--- src/rtl/kt2_issue_if.sv ---
// kt2_issue_if
//   Bundles the upstream write port, the start/status signals and the
//   operand/result handshake of kt_2 for the kt2_issue operand issuer.
//   master : upstream solver / controller side (drives writes, start, results)
//   slave  : kt2_issue side
//   DEPTH must match the DEPTH of the kt2_issue instance it is connected to.
interface kt2_issue_if #(
   parameter int DEPTH = 16
);
   localparam int CW = $clog2(DEPTH + 1);

   logic          in_vld;
   logic          in_rdy;
   logic [63:0]   in_psi_i;
   logic [63:0]   in_psi_pow4;
   logic [63:0]   in_alpha_r;
   logic [63:0]   in_psi_r;
   logic          start;
   logic [63:0]   psi_i;
   logic [63:0]   psi_pow4;
   logic [63:0]   alpha_r;
   logic [63:0]   psi_r;
   logic          psipow4_vld;
   logic          alpha_r_vld;
   logic          psi_r_vld;
   logic          kt2_result_vld;
   logic          busy;
   logic          done;
   logic [CW-1:0] issued_cnt;
   logic          err_extra;
   logic          err_timeout;

   modport master (
      output in_vld, in_psi_i, in_psi_pow4, in_alpha_r, in_psi_r, start, kt2_result_vld,
      input  in_rdy, psi_i, psi_pow4, alpha_r, psi_r, psipow4_vld, alpha_r_vld, psi_r_vld,
      input  busy, done, issued_cnt, err_extra, err_timeout
   );

   modport slave (
      input  in_vld, in_psi_i, in_psi_pow4, in_alpha_r, in_psi_r, start, kt2_result_vld,
      output in_rdy, psi_i, psi_pow4, alpha_r, psi_r, psipow4_vld, alpha_r_vld, psi_r_vld,
      output busy, done, issued_cnt, err_extra, err_timeout
   );
endinterface

--- src/rtl/kt2_issue.sv ---
// kt2_issue
//   Operand issuer for kt_2. Buffers operand sets (psi_i, psi_pow4, alpha_r,
//   psi_r) in a FIFO while idle, streams them out on start with all three
//   operand valids aligned in a single cycle, then counts returning result
//   strobes and reports completion, extra results and drain timeout.
// Ports
//   clk   : clock, rising edge
//   rst_n : asynchronous active-low reset
//   bus   : kt2_issue_if.slave (write port, start, operands out, result
//           strobe in, busy/done/issued_cnt/err_extra/err_timeout)
//
// state   | meaning
// --------+-----------------------------------------------------------
// S_IDLE  | accept writes; wait for start
// S_ISSUE | pop one set every ISSUE_GAP+1 cycles until FIFO empty
// S_DRAIN | wait for all results or timeout
// S_DONE  | one-cycle done pulse, back to idle
module kt2_issue #(
   parameter int DEPTH     = 16,
   parameter int ISSUE_GAP = 0,
   parameter int TIMEOUT   = 255
) (
   input  logic       clk,
   input  logic       rst_n,
   kt2_issue_if.slave bus
);
   localparam int CW = $clog2(DEPTH + 1);
   localparam int AW = $clog2(DEPTH);
   localparam int GW = (ISSUE_GAP > 0) ? $clog2(ISSUE_GAP + 1) : 1;
   localparam int TW = $clog2(TIMEOUT + 1);

   typedef enum logic [1:0] {
      S_IDLE  = 2'd0,
      S_ISSUE = 2'd1,
      S_DRAIN = 2'd2,
      S_DONE  = 2'd3
   } state_t;

   state_t        r_state;
   state_t        w_state_nxt;

   logic [255:0]  r_mem [DEPTH];
   logic [AW-1:0] r_wr_ptr;
   logic [AW-1:0] r_rd_ptr;
   logic [CW-1:0] r_count;
   logic [CW-1:0] w_count_nxt;
   logic [CW-1:0] r_issued_cnt;
   logic [CW-1:0] r_ret_cnt;
   logic [GW-1:0] r_gap;
   logic [TW-1:0] r_tmo;

   logic          r_in_rdy;
   logic          r_vld;
   logic          r_busy;
   logic          r_done;
   logic          r_err_extra;
   logic          r_err_timeout;
   logic [255:0]  r_dout;

   logic [255:0]  w_wdata;
   logic [255:0]  w_head;
   logic          w_push;
   logic          w_pop;
   logic          w_empty;
   logic          w_clr;
   logic          w_tmo_hit;
   logic          w_active;
   logic          w_room;
   logic          w_ret_inc;
   logic          w_extra;

   assign w_wdata     = {bus.in_psi_i, bus.in_psi_pow4, bus.in_alpha_r, bus.in_psi_r};
   assign w_push      = bus.in_vld & r_in_rdy;
   assign w_empty     = (r_count == '0);
   // A write landing on an empty FIFO in the same cycle as start is issued
   // straight from the input bus so the first issue still follows start by one cycle.
   assign w_head      = w_empty ? w_wdata : r_mem[r_rd_ptr];
   assign w_active    = (r_state == S_ISSUE) | (r_state == S_DRAIN);
   assign w_room      = (r_ret_cnt != r_issued_cnt);
   assign w_ret_inc   = bus.kt2_result_vld & w_active & w_room;
   assign w_extra     = bus.kt2_result_vld & ((r_state == S_IDLE) | (w_active & ~w_room));
   assign w_count_nxt = r_count + CW'(w_push) - CW'(w_pop);

   always_ff @(posedge clk or negedge rst_n) begin
      if (!rst_n) begin
         r_state <= S_IDLE;
      end else begin
         r_state <= w_state_nxt;
      end
   end

   always_comb begin
      w_state_nxt = r_state;
      w_pop       = 1'b0;
      w_clr       = 1'b0;
      w_tmo_hit   = 1'b0;
      case (r_state)
         S_IDLE: begin
            if (bus.start) begin
               w_clr = 1'b1;
               if (!w_empty || w_push) begin
                  w_pop       = 1'b1;
                  w_state_nxt = S_ISSUE;
               end else begin
                  w_state_nxt = S_DONE;
               end
            end
         end
         S_ISSUE: begin
            if (w_empty) begin
               w_state_nxt = S_DRAIN;
            end else if (r_gap == '0) begin
               w_pop = 1'b1;
            end
         end
         S_DRAIN: begin
            if ((r_ret_cnt + CW'(w_ret_inc)) == r_issued_cnt) begin
               w_state_nxt = S_DONE;
            end else if (!bus.kt2_result_vld && (r_tmo == TW'(1))) begin
               w_tmo_hit   = 1'b1;
               w_state_nxt = S_DONE;
            end
         end
         S_DONE: begin
            w_state_nxt = S_IDLE;
         end
         default: begin
            w_state_nxt = S_IDLE;
         end
      endcase
   end

   always_ff @(posedge clk) begin
      if (w_push) begin
         r_mem[r_wr_ptr] <= w_wdata;
      end
   end

   always_ff @(posedge clk or negedge rst_n) begin
      if (!rst_n) begin
         r_wr_ptr      <= '0;
         r_rd_ptr      <= '0;
         r_count       <= '0;
         r_issued_cnt  <= '0;
         r_ret_cnt     <= '0;
         r_gap         <= '0;
         r_tmo         <= TW'(TIMEOUT);
         r_in_rdy      <= 1'b1;
         r_vld         <= 1'b0;
         r_busy        <= 1'b0;
         r_done        <= 1'b0;
         r_err_extra   <= 1'b0;
         r_err_timeout <= 1'b0;
         r_dout        <= '0;
      end else begin
         if (w_push) begin
            r_wr_ptr <= r_wr_ptr + AW'(1);
         end
         if (w_pop) begin
            r_rd_ptr <= r_rd_ptr + AW'(1);
         end
         r_count <= w_count_nxt;

         if (w_pop) begin
            r_gap <= GW'(ISSUE_GAP);
         end else if (w_clr) begin
            r_gap <= '0;
         end else if (r_gap != '0) begin
            r_gap <= r_gap - GW'(1);
         end

         // Quiet-cycle down-counter; only runs while draining, reloaded by any result.
         if ((r_state != S_DRAIN) || bus.kt2_result_vld) begin
            r_tmo <= TW'(TIMEOUT);
         end else if (r_tmo != '0) begin
            r_tmo <= r_tmo - TW'(1);
         end

         if (w_clr) begin
            r_issued_cnt <= CW'(w_pop);
            r_ret_cnt    <= '0;
         end else begin
            if (w_pop) begin
               r_issued_cnt <= r_issued_cnt + CW'(1);
            end
            if (w_ret_inc) begin
               r_ret_cnt <= r_ret_cnt + CW'(1);
            end
         end

         r_err_extra   <= w_extra   | (r_err_extra   & ~w_clr);
         r_err_timeout <= w_tmo_hit | (r_err_timeout & ~w_clr);

         r_vld <= w_pop;
         if (w_pop) begin
            r_dout <= w_head;
         end
         r_busy   <= (w_state_nxt == S_ISSUE) | (w_state_nxt == S_DRAIN);
         r_done   <= (w_state_nxt == S_DONE);
         r_in_rdy <= (w_state_nxt == S_IDLE) & (w_count_nxt != CW'(DEPTH));
      end
   end

   assign bus.in_rdy      = r_in_rdy;
   assign bus.psi_i       = r_dout[255:192];
   assign bus.psi_pow4    = r_dout[191:128];
   assign bus.alpha_r     = r_dout[127:64];
   assign bus.psi_r       = r_dout[63:0];
   assign bus.psipow4_vld = r_vld;
   assign bus.alpha_r_vld = r_vld;
   assign bus.psi_r_vld   = r_vld;
   assign bus.busy        = r_busy;
   assign bus.done        = r_done;
   assign bus.issued_cnt  = r_issued_cnt;
   assign bus.err_extra   = r_err_extra;
   assign bus.err_timeout = r_err_timeout;
endmodule
--- src/flat_wrapper.sv ---
// flat-port wrapper written by rule: the top's interface ports become plain ports
module kt2_issue_flat 
#(
   parameter int DEPTH     = 16,
   parameter int ISSUE_GAP = 0,
   parameter int TIMEOUT   = 255
)
  (clk, rst_n, bus_in_vld, bus_in_psi_i, bus_in_psi_pow4, bus_in_alpha_r, bus_in_psi_r, bus_start, bus_kt2_result_vld, bus_in_rdy, bus_psi_i, bus_psi_pow4, bus_alpha_r, bus_psi_r, bus_psipow4_vld, bus_alpha_r_vld, bus_psi_r_vld, bus_busy, bus_done, bus_issued_cnt, bus_err_extra, bus_err_timeout);
  kt2_issue_if #(.DEPTH(DEPTH)) bus_i ();
  input  logic clk;
  input  logic rst_n;
  input wire logic [$bits(bus_i.in_vld)-1:0] bus_in_vld;
  input wire logic [$bits(bus_i.in_psi_i)-1:0] bus_in_psi_i;
  input wire logic [$bits(bus_i.in_psi_pow4)-1:0] bus_in_psi_pow4;
  input wire logic [$bits(bus_i.in_alpha_r)-1:0] bus_in_alpha_r;
  input wire logic [$bits(bus_i.in_psi_r)-1:0] bus_in_psi_r;
  input wire logic [$bits(bus_i.start)-1:0] bus_start;
  input wire logic [$bits(bus_i.kt2_result_vld)-1:0] bus_kt2_result_vld;
  output wire logic [$bits(bus_i.in_rdy)-1:0] bus_in_rdy;
  output wire logic [$bits(bus_i.psi_i)-1:0] bus_psi_i;
  output wire logic [$bits(bus_i.psi_pow4)-1:0] bus_psi_pow4;
  output wire logic [$bits(bus_i.alpha_r)-1:0] bus_alpha_r;
  output wire logic [$bits(bus_i.psi_r)-1:0] bus_psi_r;
  output wire logic [$bits(bus_i.psipow4_vld)-1:0] bus_psipow4_vld;
  output wire logic [$bits(bus_i.alpha_r_vld)-1:0] bus_alpha_r_vld;
  output wire logic [$bits(bus_i.psi_r_vld)-1:0] bus_psi_r_vld;
  output wire logic [$bits(bus_i.busy)-1:0] bus_busy;
  output wire logic [$bits(bus_i.done)-1:0] bus_done;
  output wire logic [$bits(bus_i.issued_cnt)-1:0] bus_issued_cnt;
  output wire logic [$bits(bus_i.err_extra)-1:0] bus_err_extra;
  output wire logic [$bits(bus_i.err_timeout)-1:0] bus_err_timeout;
  assign bus_i.in_vld = bus_in_vld;
  assign bus_i.in_psi_i = bus_in_psi_i;
  assign bus_i.in_psi_pow4 = bus_in_psi_pow4;
  assign bus_i.in_alpha_r = bus_in_alpha_r;
  assign bus_i.in_psi_r = bus_in_psi_r;
  assign bus_i.start = bus_start;
  assign bus_i.kt2_result_vld = bus_kt2_result_vld;
  assign bus_in_rdy = bus_i.in_rdy;
  assign bus_psi_i = bus_i.psi_i;
  assign bus_psi_pow4 = bus_i.psi_pow4;
  assign bus_alpha_r = bus_i.alpha_r;
  assign bus_psi_r = bus_i.psi_r;
  assign bus_psipow4_vld = bus_i.psipow4_vld;
  assign bus_alpha_r_vld = bus_i.alpha_r_vld;
  assign bus_psi_r_vld = bus_i.psi_r_vld;
  assign bus_busy = bus_i.busy;
  assign bus_done = bus_i.done;
  assign bus_issued_cnt = bus_i.issued_cnt;
  assign bus_err_extra = bus_i.err_extra;
  assign bus_err_timeout = bus_i.err_timeout;
  kt2_issue #(.DEPTH(DEPTH), .ISSUE_GAP(ISSUE_GAP), .TIMEOUT(TIMEOUT)) u_core (.clk(clk), .rst_n(rst_n), .bus(bus_i));
endmodule
--- config.mk ---
export PLATFORM = sky130hd
export DESIGN_NAME = kt2_issue_flat
export DESIGN_NICKNAME = d
export VERILOG_FILES = /design/src/rtl/kt2_issue_if.sv /design/src/rtl/kt2_issue.sv /design/src/flat_wrapper.sv
export SDC_FILE = /design/constraint.sdc
export NUM_CORES = 2
export LEC_CHECK = 0
export BUFFER_PORTS_ARGS = -buffer_cell sky130_fd_sc_hd__buf_2
export CAP_MARGIN = 10
export CELL_PAD_IN_SITES_DETAIL_PLACEMENT = 1
export CELL_PAD_IN_SITES_GLOBAL_PLACEMENT = 1
export CORE_MARGIN = 2
export CORE_UTILIZATION = 49
export CTS_CLUSTER_SIZE = 24
export DETAILED_ROUTE_END_ITERATION = 16
export PLACE_DENSITY = 0.77
export SYNTH_ARGS = -nofsm -noshare
export SYNTH_HDL_FRONTEND = slang
export SYNTH_SLANG_ARGS = --single-unit
--- constraint.sdc ---
create_clock -name clk -period 18.1 [get_ports clk]
set_clock_uncertainty 0.1 [all_clocks]
set_input_delay 1.81 -clock clk [delete_from_list [all_inputs] [get_ports clk]]
set_output_delay 1.81 -clock clk [all_outputs]
set_load 0.05 [all_outputs]
==> reports/results.tsv <==
metric	value	unit
Hold Vio Cnt, Final	0	
drt initial violations	10400	
post-synth top area cell	edfxtp_1	
status	completed	
core box area	340000	um2
crit path DAT	6.24	ns
clock root cell	clkbuf_16	
Seq pwr share	40.5	%
DR WL/cell	34.4	um
max-cap violations	0	
largest net degree at the start of global routing	173	
initial antenna violation count	112	
Post-DP HPWL	245000	um
global-route wire length before repair	676000	um
Crit Reg-Reg Endpoint	u_core.r_dout[243]	
Setup TNS Final	0	ns
combinational power share	29.9	%
post-synth top area share	73.6	%
Critical Path End	u_core.r_dout[243]	
Hold Path Class	reg -> reg	
GRT met2 Usage	44.9	%
CTS resizes	0	
Sink Count	4391	
Slew headroom	3.03	%
CTS tree	yes	
Sw Share	33.9	%
Worst Setup Start Kind	flip-flop	
FF+latch count, synth	4391	
Final GP Congestion	0.765	
commonest cells after routing, fill and taps aside	edfxtp_1, mux4_2, mux2i_1	
synthesized area	167000	um2
H-tree depth	5	
setup ws final	12.53	ns
antenna-violating nets left	0	
hold_buf cts	0	
die area	346000	um2
worst reg-to-reg setup slack	12.53	ns
Hold Slack	0.387	ns
Tot GR Track Use	26.9	%
Initial Util	49.2	%
ratio of cells with drive above 1 in the final layout	25.3	%
minimum clock period	5.57	ns
commonest register cell after synthesis	edfxtp_1	
R2R Path Start	u_core.r_rd_ptr[0]	
synth top area cells	edfxtp_1, mux4_2, dfrtp_1, mux2i_1, o22ai_1	
library cells used by synthesis	60	
CTS Buf Count	435	
Leak Pwr	62.0	nW
die width	588	um
fillers	29200	
routing usage on met1	35.3	%
Slew Limit Fails	0	
yosys warns	0	
post-synth net total	8282	
f_max	180	MHz
worst-margin pin slew	1.45	ns
Required @ worst endpoint	18.78	ns
vias per cell	6.43	
Clk Latency, worst-skew pair	0.99	ns
residual DRC count	0	
via count	87300	
clock power share	29.5	%
Die Height	588	um
Worst Setup SP	u_core.r_rd_ptr[0]	
syn_area_per_cell	20.9	um2
met3 Use GR	5.41	%
setup violators final	0	
most common cell after layout, fill and taps aside	edfxtp_1	
Sw Pwr	10.5	mW
register area share after synthesis	78.0	%
layout overhead on the synthesized area	13.4	%
GRT busiest layer	met2	
Top Ports	530	
RSZ-0062 raised after global routing	false	
vias in the first global route	93600	
internal power	20.5	mW
Post-CTS Setup Bufs	0	
Nets	8912	
PD cells	163	nW/um2
setup slack at placement	11.61	ns
CP max FO	93	
clk slew on worst S/H paths	0.06	ns
row count	214	
Post-synth EDFFs	4096	
Port-buffer cells	529	
VDD IR-drop max	201	uV
cells on worst reg2reg path	9	
Post-Syn Instances	7998	
crit path kind	reg -> reg	
part of the cycle the worst path needs	30.8	%
total gr overflow	0	
Bufs on Longest Clock Path	4	
final core occ	55.8	%
crit end category	flip-flop	
TritonRoute pass-1 iters	6	
fraction of registers with async set/reset	6.72	%
final WL	468000	um
## cell type report
type | instances | area [um2] | area share [%]
clock buffers | 573 | 11900 | 6.27
clock inverters | 247 | 2610 | 1.38
flip-flops and latches | 4391 | 130000 | 68.8
repair buffers | 681 | 4110 | 2.17
diodes | 44 | 110 | 0.0581
well taps | 4536 | 5680 | 2.99
multi-input cells | 3098 | 34700 | 18.3
inverters | 21 | 86.3 | 0.0455
## per-layer routing
layer	part of all wire, %	up-vias	wire [um]
li1	-	34700	-
met3	8.8	866	41100
met4	3.2	74	14800
met1	38	47100	178000
met5	0.11	-	499
met2	50	4605	234000
## worst min path at each step
stage / startpoint / end / slack [ns] / depth (start not counted)
after floorplan: u_core.r_tmo[3] / u_core.r_tmo[3] / 0.38 / 2
after global placement: u_core.r_dout[41] / u_core.r_dout[41] / 0.36 / 2
after detailed placement: u_core.r_dout[93] / u_core.r_dout[93] / 0.38 / 2
after CTS: u_core.r_dout[18] / u_core.r_dout[18] / 0.39 / 2
after global routing: u_core.r_dout[57] / u_core.r_dout[57] / 0.42 / 2
final: u_core.r_dout[18] / u_core.r_dout[18] / 0.39 / 2
## sequential cells by signal, indices dropped and copies added (netlist names), 2 cells and up
register,count
u_core.bus.issued_cnt,5
u_core.r_count,5
u_core.r_dout,256
u_core.r_mem,4096
u_core.r_rd_ptr,4
u_core.r_ret_cnt,5
u_core.r_state,2
u_core.r_tmo,8
u_core.r_wr_ptr,4
## Yosys cell counts (all sizes together) (117+ instances only)
master	n
edfxtp	4096
mux4	763
mux2i	550
dfrtp	286
clkbuf	251
buf	237
o22ai	237
a21oi	193
nor2b	150
a211oi	147
nor2	145
a22oi	136
o21ai	130
nand2	122
mux2	117
## power groups by stage
| stage | Clock, mW | Sequential [mW] | Combinational [mW] |
|---|---|---|---|
| after detailed placement | 0 | 12.7 | 9.22 |
| after floorplan | 0 | 13.6 | 5.47 |
| after global routing | 9.59 | 12.6 | 9.77 |
| final | 9.15 | 12.6 | 9.27 |
| after global placement | 0 | 12.7 | 8.92 |
| after CTS | 9.23 | 12.5 | 9.32 |
## logic make-up after synthesis
group	synth area share (%)
AOI/OAI and AO/OA	4.34
adders and majority gates	0.177
buffers and inverters	1.39
muxes	14.4
and+or+nand+nor	1.59
xor gates and xnor gates	0.157
DFF	78.0
## critical path, cell delays in order (launching register included)
cell and delay, ns:
dfrtp_4 0.92, buf_12 0.48, buf_4 0.80, buf_4 0.86
buf_4 0.70, mux4_2 0.59, mux2i_1 0.16, nor2_1 0.07
a221oi_1 0.34, a21oi_1 0.15
## stage by stage
stage	instances	instance area, um2	total power, mW
2_1_floorplan	7998	167000	19.1
3_3_place_gp	12700	175000	21.6
3_5_place_dp	12700	175000	22.0
4_1_cts	13500	190000	31.1
5_1_grt	13600	190000	32.0
6_report	13600	190000	31.0
Note: power is estimated with default switching activity, not from simulation.
